`src/rtl/ysyx_041461_clint_pkg.sv`:
```
// Shared CLINT definitions: register offsets, FSM state encoding, byte-merge helper.
// Latency: n/a (definitions only).
// Backpressure: n/a.
package ysyx_041461_clint_pkg;

   localparam logic [63:0] CLINT_MSIP_OFF     = 64'h0000_0000_0000_0000;
   localparam logic [63:0] CLINT_MTIMECMP_OFF = 64'h0000_0000_0000_4000;
   localparam logic [63:0] CLINT_MTIME_OFF    = 64'h0000_0000_0000_BFF8;

   typedef enum logic {
      CLINT_IDLE = 1'b0,
      CLINT_RESP = 1'b1
   } clint_state_t;

   // Replace the bytes of i_old selected by i_mask with the bytes of i_new.
   function automatic logic [63:0] clint_wmerge(input logic [63:0] i_old,
                                                input logic [63:0] i_new,
                                                input logic [7:0]  i_mask);
      logic [63:0] w_res;
      w_res = i_old;
      for (int b = 0; b < 8; b++) begin
         if (i_mask[b]) w_res[8*b +: 8] = i_new[8*b +: 8];
      end
      return w_res;
   endfunction

endpackage

```
`src/rtl/ysyx_041461_clint_timer.sv`:
```
// mtime counter with prescaler, byte-masked write merged with the tick, and timer_irq compare.
// Latency: mtime updates at the write/tick edge; timer_irq lags register values by one cycle.
// Backpressure: none; the prescaler runs freely regardless of bus activity.
module ysyx_041461_clint_timer
   import ysyx_041461_clint_pkg::*;
#(
   parameter int unsigned TICK_DIV = 1
) (
   input  logic        clk,
   input  logic        rst,
   input  logic        i_wen,
   input  logic [63:0] i_wdata,
   input  logic [7:0]  i_wmask,
   input  logic [63:0] i_mtimecmp,
   output logic [63:0] o_mtime,
   output logic        o_timer_irq
);

   localparam logic [15:0] PRESC_MAX = 16'(TICK_DIV - 1);

   logic [15:0] r_presc;
   logic [63:0] r_mtime;
   logic        r_timer_irq;
   logic        w_tick;
   logic [63:0] w_mtime_inc;
   logic [63:0] w_mtime_base;

   assign w_tick       = (r_presc == PRESC_MAX);
   assign w_mtime_inc  = r_mtime + 64'd1;
   // A write on a tick edge merges into the incremented value, so the tick itself is consumed.
   assign w_mtime_base = w_tick ? w_mtime_inc : r_mtime;

   // Prescaler counts 0..TICK_DIV-1 and wraps on the tick.
   always_ff @(posedge clk or posedge rst) begin
      if (rst)         r_presc <= '0;
      else if (w_tick) r_presc <= '0;
      else             r_presc <= r_presc + 16'd1;
   end

   // mtime: masked write wins over the plain increment.
   always_ff @(posedge clk or posedge rst) begin
      if (rst)         r_mtime <= '0;
      else if (i_wen)  r_mtime <= clint_wmerge(w_mtime_base, i_wdata, i_wmask);
      else if (w_tick) r_mtime <= w_mtime_inc;
   end

   // Registered unsigned compare of the current register values.
   always_ff @(posedge clk or posedge rst) begin
      if (rst) r_timer_irq <= 1'b0;
      else     r_timer_irq <= (r_mtime >= i_mtimecmp);
   end

   assign o_mtime     = r_mtime;
   assign o_timer_irq = r_timer_irq;

endmodule

```
`src/rtl/ysyx_041461_clint.sv`:
```
// Core-local interruptor: memory-mapped msip/mtimecmp/mtime on a valid/ready request/response pair.
// Latency: response valid one cycle after acceptance; one access per two cycles.
// Backpressure: while a response waits for resp_ready, req_ready is low and no request is taken.
module ysyx_041461_clint
   import ysyx_041461_clint_pkg::*;
#(
   parameter logic [63:0] BASE     = 64'h0000_0000_0200_0000,
   parameter int unsigned TICK_DIV = 1
) (
   input  logic        clk,
   input  logic        rst,
   input  logic        req_valid,
   output logic        req_ready,
   input  logic        req_wen,
   input  logic [63:0] req_addr,
   input  logic [63:0] req_wdata,
   input  logic [7:0]  req_wmask,
   output logic        resp_valid,
   input  logic        resp_ready,
   output logic [63:0] resp_rdata,
   output logic        resp_err,
   output logic        timer_irq,
   output logic        soft_irq
);

   clint_state_t r_state;
   logic         r_msip;
   logic [63:0]  r_mtimecmp;
   logic [63:0]  r_resp_rdata;
   logic         r_resp_err;

   logic         w_accept;
   logic [63:0]  w_off;
   logic         w_aligned;
   logic         w_hit_msip;
   logic         w_hit_cmp;
   logic         w_hit_mtime;
   logic         w_err;
   logic         w_wr_ok;
   logic [63:0]  w_rdata;
   logic [63:0]  w_mtime;

   assign w_accept    = (r_state == CLINT_IDLE) && req_valid;
   assign w_off       = req_addr - BASE;
   assign w_aligned   = (req_addr[2:0] == 3'b000);
   assign w_hit_msip  = w_aligned && (w_off == CLINT_MSIP_OFF);
   assign w_hit_cmp   = w_aligned && (w_off == CLINT_MTIMECMP_OFF);
   assign w_hit_mtime = w_aligned && (w_off == CLINT_MTIME_OFF);
   assign w_err       = !(w_hit_msip || w_hit_cmp || w_hit_mtime);
   assign w_wr_ok     = w_accept && req_wen && !w_err;

   // Read mux over pre-edge register values.
   always_comb begin
      w_rdata = '0;
      if (w_hit_msip)      w_rdata = {63'd0, r_msip};
      else if (w_hit_cmp)  w_rdata = r_mtimecmp;
      else if (w_hit_mtime) w_rdata = w_mtime;
   end

   ysyx_041461_clint_timer #(
      .TICK_DIV (TICK_DIV)
   ) u_timer (
      .clk         (clk),
      .rst         (rst),
      .i_wen       (w_wr_ok && w_hit_mtime),
      .i_wdata     (req_wdata),
      .i_wmask     (req_wmask),
      .i_mtimecmp  (r_mtimecmp),
      .o_mtime     (w_mtime),
      .o_timer_irq (timer_irq)
   );

   // Request/response FSM; the response is captured at acceptance and held until taken.
   always_ff @(posedge clk or posedge rst) begin
      if (rst) begin
         r_state      <= CLINT_IDLE;
         r_resp_rdata <= '0;
         r_resp_err   <= 1'b0;
      end else begin
         case (r_state)
            CLINT_IDLE: begin
               if (req_valid) begin
                  r_state      <= CLINT_RESP;
                  r_resp_err   <= w_err;
                  r_resp_rdata <= (req_wen || w_err) ? 64'd0 : w_rdata;
               end
            end
            CLINT_RESP: begin
               if (resp_ready) r_state <= CLINT_IDLE;
            end
            default: r_state <= CLINT_IDLE;
         endcase
      end
   end

   // msip holds bit 0 only; the write applies when byte 0 is enabled.
   always_ff @(posedge clk or posedge rst) begin
      if (rst)                                  r_msip <= 1'b0;
      else if (w_wr_ok && w_hit_msip && req_wmask[0]) r_msip <= req_wdata[0];
   end

   // mtimecmp with byte-masked writes.
   always_ff @(posedge clk or posedge rst) begin
      if (rst)                     r_mtimecmp <= '1;
      else if (w_wr_ok && w_hit_cmp) r_mtimecmp <= clint_wmerge(r_mtimecmp, req_wdata, req_wmask);
   end

   assign req_ready  = (r_state == CLINT_IDLE);
   assign resp_valid = (r_state == CLINT_RESP);
   assign resp_rdata = r_resp_rdata;
   assign resp_err   = r_resp_err;
   assign soft_irq   = r_msip;

endmodule

```
`config.mk`:
```
export PLATFORM = sky130hd
export DESIGN_NAME = ysyx_041461_clint
export DESIGN_NICKNAME = d
export VERILOG_FILES = /design/src/rtl/ysyx_041461_clint_pkg.sv /design/src/rtl/ysyx_041461_clint_timer.sv /design/src/rtl/ysyx_041461_clint.sv
export SDC_FILE = /design/constraint.sdc
export NUM_CORES = 1
export LEC_CHECK = 0
export BUFFER_PORTS_ARGS = -buffer_cell sky130_fd_sc_hd__buf_2
export CORE_MARGIN = 2
export CORE_UTILIZATION = 55
export CTS_CLUSTER_SIZE = 10
export DETAILED_ROUTE_END_ITERATION = 16
export HOLD_SLACK_MARGIN = 0.12
export PLACE_DENSITY = 0.87
export SLEW_MARGIN = 10
export SYNTH_ARGS = -nofsm -noshare
export SYNTH_HDL_FRONTEND = slang
export SYNTH_SLANG_ARGS = --single-unit
```
`constraint.sdc`:
```
create_clock -name clk -period 15.3 [get_ports clk]
set_input_delay 3.06 -clock clk [delete_from_list [all_inputs] [get_ports clk]]
set_output_delay 3.06 -clock clk [all_outputs]
set_load 0.01 [all_outputs]
```
# --- Word-level counts from Yosys, hierarchy flattened ---
# Index checks and enable logic that the tools add are counted.
op_classes:
  n_addsub: 3
  n_lt_le_gt_ge: 1
  eq_ne: 2
  muxes: 18
  bitwise_logic: 1
  n_reduce_logical: 26
op_table:
  columns: ["op", "count"]
  rows:
  - ["two-way mux 64 bit", 6]
  - ["adder 64 x 1 -> 64 bit, second input constant", 1]
  - ["equality test 64 x 15 -> 1 bit, second input constant", 1]
  - ["equality test 64 x 16 -> 1 bit, second input constant", 1]
  - ["greater-or-equal comparator 64 bit", 1]
  - ["logical NOT 64 bit", 1]
  - ["two-way mux 8 bit", 8]
  - ["subtractor 64 x 26 -> 64 bit, second input constant", 1]
  - ["AND reduction 2 bit", 9]
  - ["adder 16 x 1 -> 16 bit, second input constant", 1]
  - ["logical NOT 16 bit", 1]
  - ["two-way mux 16 bit", 1]
  - ["logical AND 1 bit", 10]
  - ["logical NOT 3 bit", 1]
  - ["logical OR 1 bit", 3]
  - ["two-way mux 1 bit", 2]
  - ["case mux 1 bit (2 select lines)", 1]
  - ["logical NOT 1 bit", 1]
  - ["inverter 1 bit", 1]
totals:
  reg_bits: 212
  input_bits: 141
  output_inout_bits: 69
  wordCells: 66

# --- Logic depth before layout (Yosys ltp) ---
logic_depth:
  ltp_word: 8
  ltp_mapped: 11
  ltp_nobuf: 9

# --- Cells and area by module ---
# From an unflattened synthesis, not the netlist that was laid out.
hier_totals:
  hier_cells: 1270
  area_unflattened_um2: 12467.0
modules_own_cells:
  columns: ["module", "instances", "cells_per_inst", "area_each_um2", "seq_area_each_um2"]
  rows:
  - ["ysyx_041461_clint", 1, 558, 6419.9, 3358.2]
  - ["ysyx_041461_clint_timer", 1, 712, 6047.0, 2026.9]

# --- Worst setup path before layout ---
# OpenSTA, ideal clock, no wires.
synth_path:
  path_kind: "in2reg"
  startpoint: "in req_addr[45]"
  endpoint: "reg u_timer.r_mtime[35], in the netlist u_timer.o_mtime[35]"
  setup_time_ns: 0.125
  arrival_time_ns: 5.754
  required_time_ns: 15.175
  slack_ns: 9.421
  stages: 8
  path_buffers: 1
  cell_sequence: "or4_1 > nor4b_1 > nor4bb_1 > xnor2_1 > nand4bb_1 > buf_4 > nor4_4 > mux2_4"
synth_via:
  elab_chain_len: 8
  elab_cells_between_ends: 12
  cone_classes: "add/sub: 1; eq/ne: 2; mux: 1; reduce/logical: 8"
synth_rtl:
  columns: ["element", "line_no", "rtl"]
  rows:
  - ["start: declaration", "ysyx_041461_clint.sv:15", "input logic [63:0] req_addr,"]
  - ["subtractor 64 x 26 -> 64 bit (*)", "ysyx_041461_clint.sv:44", "assign w_off = req_addr - BASE;"]
  - ["equality test 64 x 15 -> 1 bit / logical NOT 64 bit (equally long branches)", "ysyx_041461_clint.sv:47, ysyx_041461_clint.sv:46", null]
  - ["logical AND 1 bit, on equally long branches", "ysyx_041461_clint.sv:47, ysyx_041461_clint.sv:46", null]
  - ["logical OR 1 bit (2 in a row)", "ysyx_041461_clint.sv:49", "assign w_err = !(w_hit_msip || w_hit_cmp || w_hit_mtime);"]
  - ["logical AND 1 bit", "ysyx_041461_clint.sv:50", "assign w_wr_ok = w_accept && req_wen && !w_err;"]
  - ["logical AND 1 bit (*)", "ysyx_041461_clint.sv:65", ".i_wen (w_wr_ok && w_hit_mtime),"]
  - ["two-way mux 64 bit (*)", "ysyx_041461_clint_timer.sv:43", "else if (i_wen) r_mtime <= clint_wmerge(w_mtime_base, i_wdata, i_wmask);"]
  - ["end signal: assignment", "ysyx_041461_clint_timer.sv:43", null]
  - ["end signal: assignment", "ysyx_041461_clint_timer.sv:44", "else if (w_tick) r_mtime <= w_mtime_inc;"]
  - ["end: declaration", "ysyx_041461_clint_timer.sv:22", "logic [63:0] r_mtime;"]
# Every way passes the cells marked *; elsewhere a longest branch is shown, timed or not.
# A chain may end at the register's enable or synchronous reset.

# --- Worst setup path in the final report ---
layout_path:
  startpoint: "in req_addr[27]"
  endpoint: "reg r_resp_rdata[50], in the netlist resp_rdata[50]"
layout_via:
  elab_chain_len: 8
  elab_cells_between_ends: 15
  cone_classes: "add/sub: 1; eq/ne: 2; mux: 4; reduce/logical: 8"
layout_rtl:
  columns: ["element", "line_no", "rtl"]
  rows:
  - ["subtractor 64 x 26 -> 64 bit (*)", "ysyx_041461_clint.sv:44", null]
  - ["parallel branches: the longest is 6 deep, another holds equality test 64 x 16 -> 1 bit", null, null]
  - ["two-way mux 64 bit (*)", "ysyx_041461_clint.sv:85", "r_resp_rdata <= (req_wen || w_err) ? 64'd0 : w_rdata;"]
  - ["end signal: assignment", "ysyx_041461_clint.sv:85", null]
  - ["end: declaration", "ysyx_041461_clint.sv:29", "logic [63:0] r_resp_rdata;"]
# Mark *: on every way between the ends.

==> results_dict.tcl <==
set metrics [dict create \
    status "finished, final reports clean" \
    startpoint_type "input port" \
    multi_input_area_sq_mm 0.00626 \
    regToRegSetupSlack_ps 11540 \
    drv_cap 0 \
    path_cells "buf_2, nor4_2, nand3_2, nor4b_1, xor2_1, nor4_2, nand4_1, buf_4, o221ai_1" \
    r2r-start "u_timer.r_presc[0]" \
    p_sw_frac 0.229 \
    max_freq_mhz 147 \
    drt_iter0_drc 725 \
    critPathKind "input port to flip-flop" \
    drc_errors 0 \
    port_buffers 209 \
    drt-total-wl_microns 33200 \
    cp.depth 9 \
    worstPathRequired_ps 15710 \
    worstPathBufferInverterCount 2 \
    grt.met3_usage 0.0654 \
    setup_viol 0 \
    first_pass_iters 5 \
    use_met2 0.462 \
    slew_headroom 0.156 \
    async_reset_ff_frac 1.00 \
    fp.dieArea_sq_mm 0.0236 \
    p_seq_frac 0.484 \
    cts_sinks 212 \
    die_w_microns 154 \
    power_frac_comb 0.048 \
    final.period_utilization 0.444 \
    antenna_found_initial 5 \
    max_stage_delay_ps 1050 \
    endpoint "resp_rdata[50]" \
    timing.rr.end "u_timer.o_mtime[41]" \
    p_leak_nw 6.55 \
    grt_use_total 0.280 \
    clock_path_buffers 3 \
    yosysUniqueCellTypes 55 \
    core.rowCount 54 \
    r2r_cells 10 \
    start_util 0.562 \
    cts_setup_buffers 0 \
    die_h_microns 154 \
    endpoint_kind "flip-flop" \
    ctsResizeCount 0 \
    skew_ps 11.0 \
    io_pins 210 \
    vias 10000 \
    ys.flop_type "dfrtp_1" \
    crit_fanout 44 \
    hp-class "flip-flop to flip-flop" \
    dp_slack_ps 8110 \
    top_usage_layer "met2" \
    clkPwrFrac 0.467 \
    grt_pass1_vias 10400 \
    grt_use_met1 0.363 \
    yosysWarnings 0 \
    cpMaxStageDelayCell "nand4_1" \
    crit_family "simple AND/OR/NAND/NOR gates" \
    gp_congestion 0.879 \
    final_area_sq_mm 0.0144 \
    seq_area_frac_synth 0.438 \
    switchingPower_mw 0.267 \
    ir_worst_vdd_v 0.0000770 \
    syn_inst 1162 \
    synth.top_cell.area_share 0.301 \
    synth_edf_count 0 \
    ys_ff_latch 212 \
    holdBufCountCts 0 \
    nFillCells 1630 \
    rsz0062_at_grt "no" \
    grt_remaining_overflow 0 \
    via_per_inst 6.00 \
    cts_tree "yes" \
    nets 1581 \
    synth_area_sq_mm 0.0123 \
    yosys.area.top_type "dfrtp_1" \
    critPathLaunch "req_addr[27]" \
    core_sq_mm 0.0219 \
    path_clk_slew_ps 60 \
    timing.setup.tns_ps 0 \
    grt_first_pass_wirelength_microns 53700 \
    cts_inserted_buffers 25 \
    drive_gt1_frac 0.324 \
    insertion_delay_ps 520 \
    fin_ws_ps 8500 \
    synth_fp_nets 1371 \
    synth_area_per_cell_sq_um 10.6 \
    seqCellArea_sq_mm 0.00539 \
    hold_viol 0 \
    worst_pin_slew_ps 1250 \
    min_period_ps 6800 \
    cpMostUsedCell "nor4_2" \
    placed_area_sq_mm 0.0136 \
    powerDensity_mw_per_mm2 80.9 \
    ant_nets 0 \
    root_buffer "clkbuf_16" \
    dp_hpwl_microns 23800 \
    critical_path_arrival_ps 7210 \
    wl_per_cell_microns 19.8 \
    synth.area.top_cells "dfrtp_1 30%, dfstp_2 14%, mux2_2 7.0%, ha_1 6.9%, mux2_4 5.9%" \
    finalPower_mw 1.16 \
    p_int_mw 0.895 \
    drv_slew 0 \
    grt_max_degree 129 \
    syn2layout_area_growth_pct 16.7 \
    cts_max_level 1 \
]
## worst reg2reg max path, stage by stage (launching register included)
cell and delay, ps:
dfrtp_1 410, inv_1 80, ha_1 140, nor4b_1 350, nand4_1 370, nor4_2 360, buf_4 250, nor4b_1 1020
nand3_1 210, xnor2_1 190, mux2_4 270
## per-stage QoR
stage	std cells	hold slack (ps)	utilization
after floorplan	1162	443	-
after global placement	1625	467	0.622
after detailed placement	1625	468	0.622
after CTS	1670	483	0.655
after global routing	1671	503	0.655
final	1675	483	0.656
## cell type report
type,count,share of cell area
multi-input combinational,778,0.436
antenna,5,0.000871
timing repair buffer,215,0.0760
tap,280,0.0244
inverter,140,0.0371
sequential,212,0.375
clock buffer,45,0.0502
## placed cells by master (no fill, tap or decap), drive strengths merged, types with 3 or more instances in the layout
master   count
diode        5
a2111oi      3
o221ai      63
o31ai        4
ha          68
nand3       30
o21ai       14
xnor2       76
nand4       46
nor4b        6
or4          8
nand2      112
dfstp       64
nor2b        8
a21o        12
and2         6
a21oi       14
inv        140
or3          8
dfrtp      148
nor3        36
or2          4
and3        19
o211ai       3
nor2        41
and4         5
mux2       129
nor4        33
buf        215
a211oi       3
clkbuf      45
xor2         8
## layer usage
layer	wire length, microns	vias to the layer above
li1	-	4596
met1	13600	4947
met2	15900	404
met3	2640	93
met4	1120	4
met5	27	-
## worst min-delay path by stage
stage,end,slack [ps],startpoint,cells after the start
2_1_floorplan,u_timer.r_presc[15],440,u_timer.r_presc[15],1
3_3_place_gp,resp_rdata[63],470,resp_rdata[63],2
3_5_place_dp,resp_rdata[24],470,resp_rdata[24],2
4_1_cts,resp_rdata[24],480,resp_rdata[24],2
5_1_grt,u_timer.r_presc[15],500,u_timer.r_presc[15],1
6_report,resp_rdata[51],480,resp_rdata[51],2
## logic make-up (layout without fill, tap and decap cells)
logic type               after synthesis  in the layout  share of synthesized area
AO/OA/AOI/OAI                        127            127                     0.0797
other                                  0              5                          0
buffers and inverters                172            400                     0.0535
XOR/XNOR                              84             84                     0.0598
flip-flops                           212            212                      0.438
adder cells (fa/ha/maj)               68             68                     0.0692
AND/OR/NAND/NOR                      370            370                      0.167
multiplexers                         129            129                      0.133
## Yosys cell counts (all sizes together) (4+ instances only)
master	number
nand2	112
a21oi	14
o21ai	14
nor4b	6
nand4	46
nand3	30
xor2	8
dfrtp	148
nor2	41
and4	5
o221ai	63
dfstp	64
or2	4
o31ai	4
clkbuf	27
inv	140
and2	6
xnor2	76
nor4	33
or4	8
or3	8
buf	5
a21o	12
ha	68
and3	19
nor2b	8
nor3	36
mux2	129
## power groups by stage
stage	Clock (mW)	Combinational (mW)	Sequential (mW)
after CTS	0.545	0.0563	0.562
after floorplan	0	0.0218	0.572
after detailed placement	0	0.0561	0.572
after global placement	0	0.0546	0.572
after global routing	0.573	0.0617	0.562
final	0.543	0.0562	0.562
## flip-flops by register name, indices dropped and copies added (netlist names)
signal	flops
resp_err	1
u_timer.r_presc	16
u_timer.o_timer_irq	1
r_mtimecmp	64
resp_valid	1
soft_irq	1
resp_rdata	64
u_timer.o_mtime	64
(Power assumes the default switching activity.)
